===== src/rtl/qif_pkg.sv =====
// Shared types and constants for the time-multiplexed QIF neuron scheduler.
// Holds the scheduler state encoding, datapath widths and default neuron constants.
package qif_pkg;

    localparam int VW = 8;
    localparam int SW = 10;

    localparam logic [VW-1:0] V_PEAK_DEF  = 8'd240;
    localparam logic [VW-1:0] V_RESET_DEF = 8'd0;
    localparam logic [VW-1:0] LEAK_DEF    = 8'd1;

    typedef enum logic [2:0] {
        S_IDLE,
        S_CALC,
        S_WB,
        S_EMIT,
        S_DONE
    } state_t;

endpackage


===== src/rtl/qif_update.sv =====
// QIF membrane update: sum = v + (v*v >> 8) + b; spike above V_PEAK, else leak with floor at 0.
// Latency: purely combinational.
// Backpressure: none; the scheduler decides when the result is consumed.
module qif_update
    import qif_pkg::*;
#(
    parameter logic [VW-1:0] V_PEAK  = V_PEAK_DEF,
    parameter logic [VW-1:0] V_RESET = V_RESET_DEF,
    parameter logic [VW-1:0] LEAK    = LEAK_DEF
) (
    input  logic [VW-1:0] v_i,
    input  logic [VW-1:0] b_i,
    output logic [VW-1:0] result_o,
    output logic          spike_o
);

    logic [2*VW-1:0] sq;
    logic [VW-1:0]   sq_hi;
    logic [SW-1:0]   sum;

    assign sq    = v_i * v_i;
    assign sq_hi = VW'(sq >> VW);
    assign sum   = SW'(v_i) + SW'(sq_hi) + SW'(b_i);

    // Without a spike sum <= V_PEAK, so the truncation to VW bits is lossless.
    always_comb begin
        spike_o  = (sum > SW'(V_PEAK));
        result_o = V_RESET;
        if (!spike_o) begin
            result_o = (sum >= SW'(LEAK)) ? VW'(sum - SW'(LEAK)) : '0;
        end
    end

endmodule


===== src/rtl/qif_tdm_scheduler.sv =====
// Sweeps N_NEURONS virtual QIF neurons through one shared update unit per start request.
// Latency: 2 cycles per neuron plus 1 per spike; done pulses in cycle 2*N+1 when spike-free.
// Backpressure: spike events hold in EMIT until spike_ready; QIF_REFRACTORY_EN adds refractory counters.
module qif_tdm_scheduler
    import qif_pkg::*;
#(
    parameter int              N_NEURONS    = 4,
    parameter logic [VW-1:0]   V_PEAK       = V_PEAK_DEF,
    parameter logic [VW-1:0]   V_RESET      = V_RESET_DEF,
    parameter logic [VW-1:0]   LEAK         = LEAK_DEF,
    parameter int              REFRAC_STEPS = 2,
    localparam int             IW           = $clog2(N_NEURONS)
) (
    input  logic          clk,
    input  logic          rst,
    input  logic          start,
    output logic          busy,
    output logic          done,
    input  logic          cfg_we,
    input  logic [IW-1:0] cfg_addr,
    input  logic [VW-1:0] cfg_b,
    output logic          spike_valid,
    output logic [IW-1:0] spike_idx,
    input  logic          spike_ready,
    input  logic [IW-1:0] mon_sel,
    output logic [VW-1:0] mon_v
);

    if (N_NEURONS < 2 || N_NEURONS > 16 || (N_NEURONS & (N_NEURONS - 1)) != 0
        || REFRAC_STEPS < 0) begin : g_param_chk
        $error("qif_tdm_scheduler: unsupported N_NEURONS or REFRAC_STEPS");
    end

    state_t        state_q, state_d;
    logic [IW-1:0] idx_q, idx_d;
    logic [VW-1:0] v_q [N_NEURONS];
    logic [VW-1:0] b_q [N_NEURONS];
    logic [VW-1:0] res_q;
    logic          spk_q;
    logic [VW-1:0] mon_q;

    logic [VW-1:0] upd_result;
    logic          upd_spike;
    logic          last_idx;
    logic          wb_spike;
    logic [VW-1:0] wb_v;

    qif_update #(
        .V_PEAK  (V_PEAK),
        .V_RESET (V_RESET),
        .LEAK    (LEAK)
    ) u_update (
        .v_i      (v_q[idx_q]),
        .b_i      (b_q[idx_q]),
        .result_o (upd_result),
        .spike_o  (upd_spike)
    );

    assign last_idx = (idx_q == IW'(N_NEURONS - 1));

`ifdef QIF_REFRACTORY_EN
    localparam int RW = (REFRAC_STEPS > 1) ? $clog2(REFRAC_STEPS + 1) : 1;

    logic [RW-1:0] refr_q [N_NEURONS];
    logic          refr_active;

    assign refr_active = (refr_q[idx_q] != '0);
    assign wb_spike    = spk_q && !refr_active;
    assign wb_v        = refr_active ? V_RESET : res_q;

    always_ff @(posedge clk) begin
        if (rst) begin
            for (int i = 0; i < N_NEURONS; i++) refr_q[i] <= '0;
        end else if (state_q == S_WB) begin
            if (refr_active) begin
                refr_q[idx_q] <= refr_q[idx_q] - RW'(1);
            end else if (spk_q) begin
                refr_q[idx_q] <= RW'(REFRAC_STEPS);
            end
        end
    end
`else
    assign wb_spike = spk_q;
    assign wb_v     = res_q;
`endif

    always_comb begin
        state_d = state_q;
        idx_d   = idx_q;
        case (state_q)
            S_IDLE: begin
                idx_d = '0;
                if (start) state_d = S_CALC;
            end
            S_CALC: state_d = S_WB;
            S_WB: begin
                if (wb_spike) begin
                    state_d = S_EMIT;
                end else if (last_idx) begin
                    state_d = S_DONE;
                end else begin
                    idx_d   = idx_q + IW'(1);
                    state_d = S_CALC;
                end
            end
            S_EMIT: begin
                if (spike_ready) begin
                    if (last_idx) begin
                        state_d = S_DONE;
                    end else begin
                        idx_d   = idx_q + IW'(1);
                        state_d = S_CALC;
                    end
                end
            end
            S_DONE:  state_d = S_IDLE;
            default: state_d = S_IDLE;
        endcase
    end

    always_ff @(posedge clk) begin
        if (rst) begin
            state_q <= S_IDLE;
            idx_q   <= '0;
        end else begin
            state_q <= state_d;
            idx_q   <= idx_d;
        end
    end

    always_ff @(posedge clk) begin
        if (rst) begin
            res_q <= V_RESET;
            spk_q <= 1'b0;
        end else if (state_q == S_CALC) begin
            res_q <= upd_result;
            spk_q <= upd_spike;
        end
    end

    always_ff @(posedge clk) begin
        if (rst) begin
            for (int i = 0; i < N_NEURONS; i++) v_q[i] <= V_RESET;
        end else if (state_q == S_WB) begin
            v_q[idx_q] <= wb_v;
        end
    end

    // Bias writes are allowed mid-sweep; CALC sees the old value on a same-cycle collision.
    always_ff @(posedge clk) begin
        if (rst) begin
            for (int i = 0; i < N_NEURONS; i++) b_q[i] <= '0;
        end else if (cfg_we) begin
            b_q[cfg_addr] <= cfg_b;
        end
    end

    always_ff @(posedge clk) begin
        if (rst) mon_q <= V_RESET;
        else     mon_q <= v_q[mon_sel];
    end

    assign busy        = (state_q != S_IDLE);
    assign done        = (state_q == S_DONE);
    assign spike_valid = (state_q == S_EMIT);
    assign spike_idx   = idx_q;
    assign mon_v       = mon_q;

endmodule

===== config.mk =====
export PLATFORM = sky130hd
export DESIGN_NAME = qif_tdm_scheduler
export DESIGN_NICKNAME = d
export VERILOG_FILES = /design/src/rtl/qif_pkg.sv /design/src/rtl/qif_update.sv /design/src/rtl/qif_tdm_scheduler.sv
export SDC_FILE = /design/constraint.sdc
export NUM_CORES = 1
export LEC_CHECK = 0
export CAP_MARGIN = 20
export CORE_UTILIZATION = 58
export DETAILED_ROUTE_END_ITERATION = 6
export PLACE_DENSITY = 0.77
export SETUP_SLACK_MARGIN = 0.15
export SLEW_MARGIN = 15
export SYNTH_ARGS = -nofsm -noshare
export SYNTH_HDL_FRONTEND = slang
export SYNTH_SLANG_ARGS = --single-unit
export TNS_END_PERCENT = 5

===== constraint.sdc =====
create_clock -name clk -period 10.9 [get_ports clk]
set_clock_uncertainty 0.1 [all_clocks]
set_input_delay 1.635 -clock clk [delete_from_list [all_inputs] [get_ports clk]]
set_output_delay 1.635 -clock clk [all_outputs]
set_load 0.005 [all_outputs]

After elaboration in Yosys (flattened, before gate mapping)
Memory sizes are Yosys's and may differ from the RTL's. A register that Yosys moved wholly into a read port is not among the register bits. Cells that the tools add are included.

Equality and inequality tests: 8. Order comparisons: 2. Shift operators: 0. Multiply operators: 1. Div/mod/pow operators: 0. Bitwise operators: 0. $add $sub $neg: 4. Multiplexer cells: 29. Reduce and logical (&&, ||, !) cells: 7.

Operator list (count): 8-bit two-way mux (4); 2-bit two-way mux (9); 8-bit by 8-bit multiplier with 16-bit output (1); 8-bit OR reduction (2); 3-bit two-way mux (4); 3-bit one-hot mux with 4 select lines (1); 9-bit by 8-bit adder with 10-bit output (1); 10-bit by 1-bit greater-or-equal comparator with 1-bit output (second input constant) (1); 10-bit by 8-bit > comparator with 1-bit output (second input constant) (1); 1-bit two-way mux (10); 8-bit by 8-bit adder with 9-bit output (1); 8-bit by 1-bit subtractor with 8-bit output (second input constant) (1); 3-bit by 2-bit equality test with 1-bit output (second input constant) (2); 2-bit one-hot mux with 3 select lines (1); 3-bit nonzero test (2); 2-bit inequality test (second input constant) (2); 3-bit by 1-bit equality test with 1-bit output (second input constant) (1); 3-bit equality test (second input constant) (1); 3-bit logical NOT (1); 3-bit AND reduction (1); 2-bit by 1-bit adder with 2-bit output (second input constant) (1); 2-bit equality test (second input constant) (1); 2-bit by 1-bit inequality test with 1-bit output (second input constant) (1); 2-bit AND reduction (1).

Memories: 2. Input bits: 17. Bits in registers: 14. Output and inout port bits: 13. Bits in latches: 0. Memory bits (writable): 64. Bits in read-only memories: 0. Word-level logic and storage cells: 57.

Memory list: b_q (depth 4, width 8, rd ports 1, clocked after memory_dff 1, wr ports 4, line qif_tdm_scheduler.sv:37) `logic [VW-1:0] b_q [N_NEURONS];`; v_q (depth 4, width 8, rd ports 2, clocked after memory_dff 2, wr ports 4, line qif_tdm_scheduler.sv:36) `logic [VW-1:0] v_q [N_NEURONS];`.

Logic depth before layout (Yosys ltp)
Depth in word-level cells: 6. Mapped depth: 30.

Cells and area by module
From an unflattened synthesis, not the netlist that was laid out.

Cells, all modules: 520. Area, all modules: 6185.9 µm².

Modules (own cells, without submodules): qif_tdm_scheduler (cells an instance 264, instances 1, area an instance 3925.0 µm²); qif_update (cells an instance 256, instances 1, area an instance 2260.9 µm²).

Worst setup path before layout
No wires, ideal clock.

Path type: flip-flop to flip-flop. Start point: register with a tool-made name. End point: register res_q[2]. Path slack: 3604 ps. Setup time: 141 ps. Clock period less this slack: 7296 ps. Buffers on the path: 2. Data required time: 10659 ps. Arrival: 7054 ps. Stages on the path, launching flop included: 26. Path through: dfxtp_1 > buf_4 > buf_2 > mux4_2 > and2_1 > fa_1 > fa_1 > inv_1 > fa_1 > fa_1 > inv_1 > ha_1 > a21oi_1 > o21ai_0 > xnor2_1 > fa_1 > inv_1 > ha_1 > inv_1 > fa_1 > and2b_1 > o22a_1 > xnor2_1 > or4_4 > nand4_4 > o32ai_1.

RTL lines: end signal, assigned (line qif_tdm_scheduler.sv:136) `res_q <= upd_result;`; end, declared (line qif_tdm_scheduler.sv:38) `logic [VW-1:0] res_q;`.

==> results.md <==
- Comb pwr share: 0.468
- Most used cell, CP: fa_1
- Clock Power Share: 0.192
- Pins Over Slew Limit: 0
- LEAKAGE: roughly 2.8 nW
- Port bufs: 29
- Via count: around 4,000
- Fin. Hold Viols: 0
- Total grt overflow: 0
- CP delay by family, top: adder cells
- Max incr delay on CP: 0.88 ns
- Rows: 36
- Critical Path Slowest Stage Cell: dfxtp_1
- Iter 0 DRT Violations: ~270
- Final period util: 0.7261
- Post-synth EDFFs: 64
- Power per standard cell area: 177.7 mW/mm2
- Maxcap violations: 0
- CP Cell Sequence: mux4_2, inv_1, nor2_1, fa_1, fa_1, inv_1, fa_1, fa_1, inv_1, ha_1, a21oi_1, o21ai_0, xnor2_1, fa_1, inv_1, ha_1, inv_1, fa_1, and2b_1, o22a_1, xnor2_1, or4_4, nand4_4, o32ai_1
- Final Instance Count excl. Fillers: ~700
- RSZ-0062 raised after global routing: no
- # IOs: 30
- Ys Warns: 0
- Clock Path Buffers: 2
- Switching Power: 0.4642 mW
- Fmax achieved: 126.3 MHz
- FF+latch count, synth: a little under 90
- Largest net degree at the start of global routing: 24
- Die W: about 100 um
- H-Tree Depth: 3
- Crit start category: flip-flop
- Drt wl/cell: approximately 17 um
- Worst reg2reg path depth: 24
- Die Span Y: 103.9 um
- Clock Sinks: between 80 and 90
- Crit path capture type: flip-flop
- Main synth FF type: edfxtp_1
- Critical path class: flip-flop to flip-flop
- Layout area overhead: 10.03%
- Worst-path clk slew: 0.10 ns
- Share of layout cells above drive strength 1: 0.1109
- Post-DP HPWL: 9.294 mm
- Async SR Flop Fraction: 0
- Arr. time, crit path: approximately 8 ns
- Cell count after synthesis: approximately 540
- Part of the Yosys area used for sequential elements: 0.3987
- CTS Buf Count: 9
- Clk_lat worst skew: between 0.3 and 0.4 ns
- Avg Cell Area, Syn: approximately 11 um2
- Initial antenna violation count: 0
- Setup bufs post-CTS: 0
- Post-Synthesis Cell Area: ~0.0060 mm2
- Status: finished clean
- Total Power: around 1.2 mW
- Die area: about 0.011 mm2
- Ant. Diodes: 0
- Worst Hold Class: flip-flop to flip-flop
- Sw Share: 0.3941
- Slew margin rel.: 0.4136
- Final setup fails: 0
- Worst slew pin tran: slightly below 0.9 ns
- Internal: roughly 0.71 mW
- CP bufs+invs: 5
- Post-route DRC: 0
- Cts hold-fix bufs: 0
- VDD IR-drop max: between 0.1 and 0.15 mV
- CP Data Required Time: approximately 11 ns
- Hold Slack: a little under 0.4 ns
- CP Depth: 24
- Core Area: just under 0.01 mm2
- First-pass GRT wire length: approximately 20 mm
- Number of global-route vias before repair: around 4,200
- Min Tclk post-route: 7.915 ns
- Syn_nets: between 600 and 700
- Nets: about 650
- DRT antenna net count: 0
- Clk root buf: clkbuf_8
- Final wirelength: between 10 and 15 mm
- Sequential power share: 0.340
- Placed Cells: a little under 700
- GRT Util Overall: 0.2416
- Vias/cell: 5.698
- Resized cells post-CTS: 0
- Sum Neg Setup Slack: 0 ns
- TritonRoute pass-1 iters: 4
- Largest fanout on the critical path: 16
- Netlist cell types: 59
- WHS Path Cells: 2
- CTS tree: done
- Final Wtd Congestion: about 0.86
- Initial Util: 0.6081
## cells by family (layout without fill, tap and decap cells)
family,Yosys count,count (layout),synth area share
buf+inv,91,120,0.05918
xor+xnor,18,18,0.02616
mux,25,25,0.09136
flops,88,88,0.3987
compound gates,67,67,0.08389
fa+ha+maj,68,68,0.1811
simple gates,182,182,0.1597
## area by class of cell
| type | instances | area (um2) |
|---|---|---|
| multi-input combinational | 360 | 3272 |
| clock inverter | 7 | 75.07 |
| sequential | 88 | 2402 |
| inverter | 70 | 262.8 |
| clock buffer | 9 | 123.9 |
| fill | 760 | 3279 |
| tap | 133 | 166.4 |
| timing repair buffer | 34 | 327.8 |
## stage by stage
stage                     cell area (um2)  worst slack (ns)    util
final                                6630             2.985  0.6691
after global routing                 6630             2.444  0.6691
after global placement               6426             3.176  0.6485
after detailed placement             6431             3.028  0.6490
after CTS                            6630             2.998  0.6691
after floorplan                      6026             3.604       -
## power groups by stage
stage                     clock network, mW  registers (mW)  logic (mW)
after floorplan                           0           0.402       0.432
after global placement                    0           0.406       0.532
after detailed placement                  0           0.408       0.541
after CTS                             0.229           0.401       0.546
after global routing                  0.242           0.404       0.613
final                                 0.226           0.401       0.551
## cells in the final DEF (no fill, tap or decap), types with 2 or more instances in the layout
cell type,netlist,final
nor3_1,6,6
inv_8,0,3
buf_4,1,5
o21ai_1,1,2
a21oi_1,15,15
a311o_1,2,2
a21o_1,4,4
nor2_1,45,45
dfxtp_1,24,24
xor2_1,7,7
xnor2_1,11,11
edfxtp_1,64,64
clkinv_4,0,2
clkbuf_8,0,9
nor3b_1,5,5
or2_2,5,5
and2_1,48,48
nor2b_1,4,4
mux4_2,24,24
ha_1,36,36
nor4b_1,2,2
a211oi_1,2,2
o21ai_0,8,7
inv_1,70,70
and3_1,6,6
o31ai_1,4,3
nand2b_1,10,10
nand3_1,6,6
nand2_1,35,35
fa_1,32,32
a211o_1,3,3
a31o_2,3,3
o21a_1,3,3
nand4_1,2,2
clkdlybuf4s50_1,0,29
o32ai_1,7,7
## routing by layer
layer / part of all wire / vias to the layer above / track usage / wire [um]
li1: - / 1921 / - / -
met1: 0.44 / 1958 / 0.3316 / 5372
met2: 0.50 / 105 / 0.3990 / 6082
met3: 0.044 / 10 / 0.03634 / 533
met4: 0.010 / 0 / 0.07551 / 125
met5: 0 / - / 0 / 0
## cell usage after synthesis, drive strengths merged, types with 4 or more instances
master / instances / area (um2)
o21ai: 9 / 45.04
fa: 32 / 640.6
nor3: 6 / 30.03
xnor2: 11 / 96.34
nor2: 45 / 168.9
edfxtp: 64 / 1922
nand2: 35 / 131.4
nor2b: 4 / 25.02
a211o: 4 / 36.29
ha: 36 / 450.4
xor2: 7 / 61.31
clkbuf: 16 / 60.06
dfxtp: 24 / 480.5
a21oi: 15 / 75.07
o31ai: 4 / 30.03
o32ai: 7 / 61.31
or2: 6 / 37.54
nand2b: 10 / 62.56
mux4: 24 / 540.5
nor3b: 5 / 37.54
inv: 70 / 262.8
a21o: 5 / 38.79
and3: 6 / 37.54
and2: 48 / 300.3
buf: 5 / 33.78
nand3: 6 / 30.03
## registers in the layout (all words and copies together), names as in the netlist, named ones only
| signal | cells |
|---|---|
| spike_idx | 2 |
| res_q | 8 |
| v_q | 32 |
| mon_v | 8 |
| b_q | 32 |
| spk_q | 1 |
| state_q | 3 |
## worst reg2reg max path, stage by stage, from the launching register on
cell and delay (ns):
dfxtp_1 0.88, mux4_2 0.48, inv_1 0.26, nor2_1 0.13, fa_1 0.51, fa_1 0.54
inv_1 0.05, fa_1 0.50, fa_1 0.55, inv_1 0.05, ha_1 0.33, a21oi_1 0.18
o21ai_0 0.17, xnor2_1 0.23, fa_1 0.44, inv_1 0.08, ha_1 0.22, inv_1 0.07
fa_1 0.43, and2b_1 0.33, o22a_1 0.22, xnor2_1 0.17, or4_4 0.59, nand4_4 0.15
o32ai_1 0.11
## worst paths after layout
kind	slack (ns)	start	to
max	2.99	flip-flop	res_q[5]$_SDFFE_PP0P_
min	0.39	res_q[2]$_SDFFE_PP0P_	res_q[2]$_SDFFE_PP0P_
max reg2reg	2.99	flip-flop	res_q[5]$_SDFFE_PP0P_
min reg2reg	0.39	res_q[2]$_SDFFE_PP0P_	res_q[2]$_SDFFE_PP0P_
(Power assumes the default switching activity.)
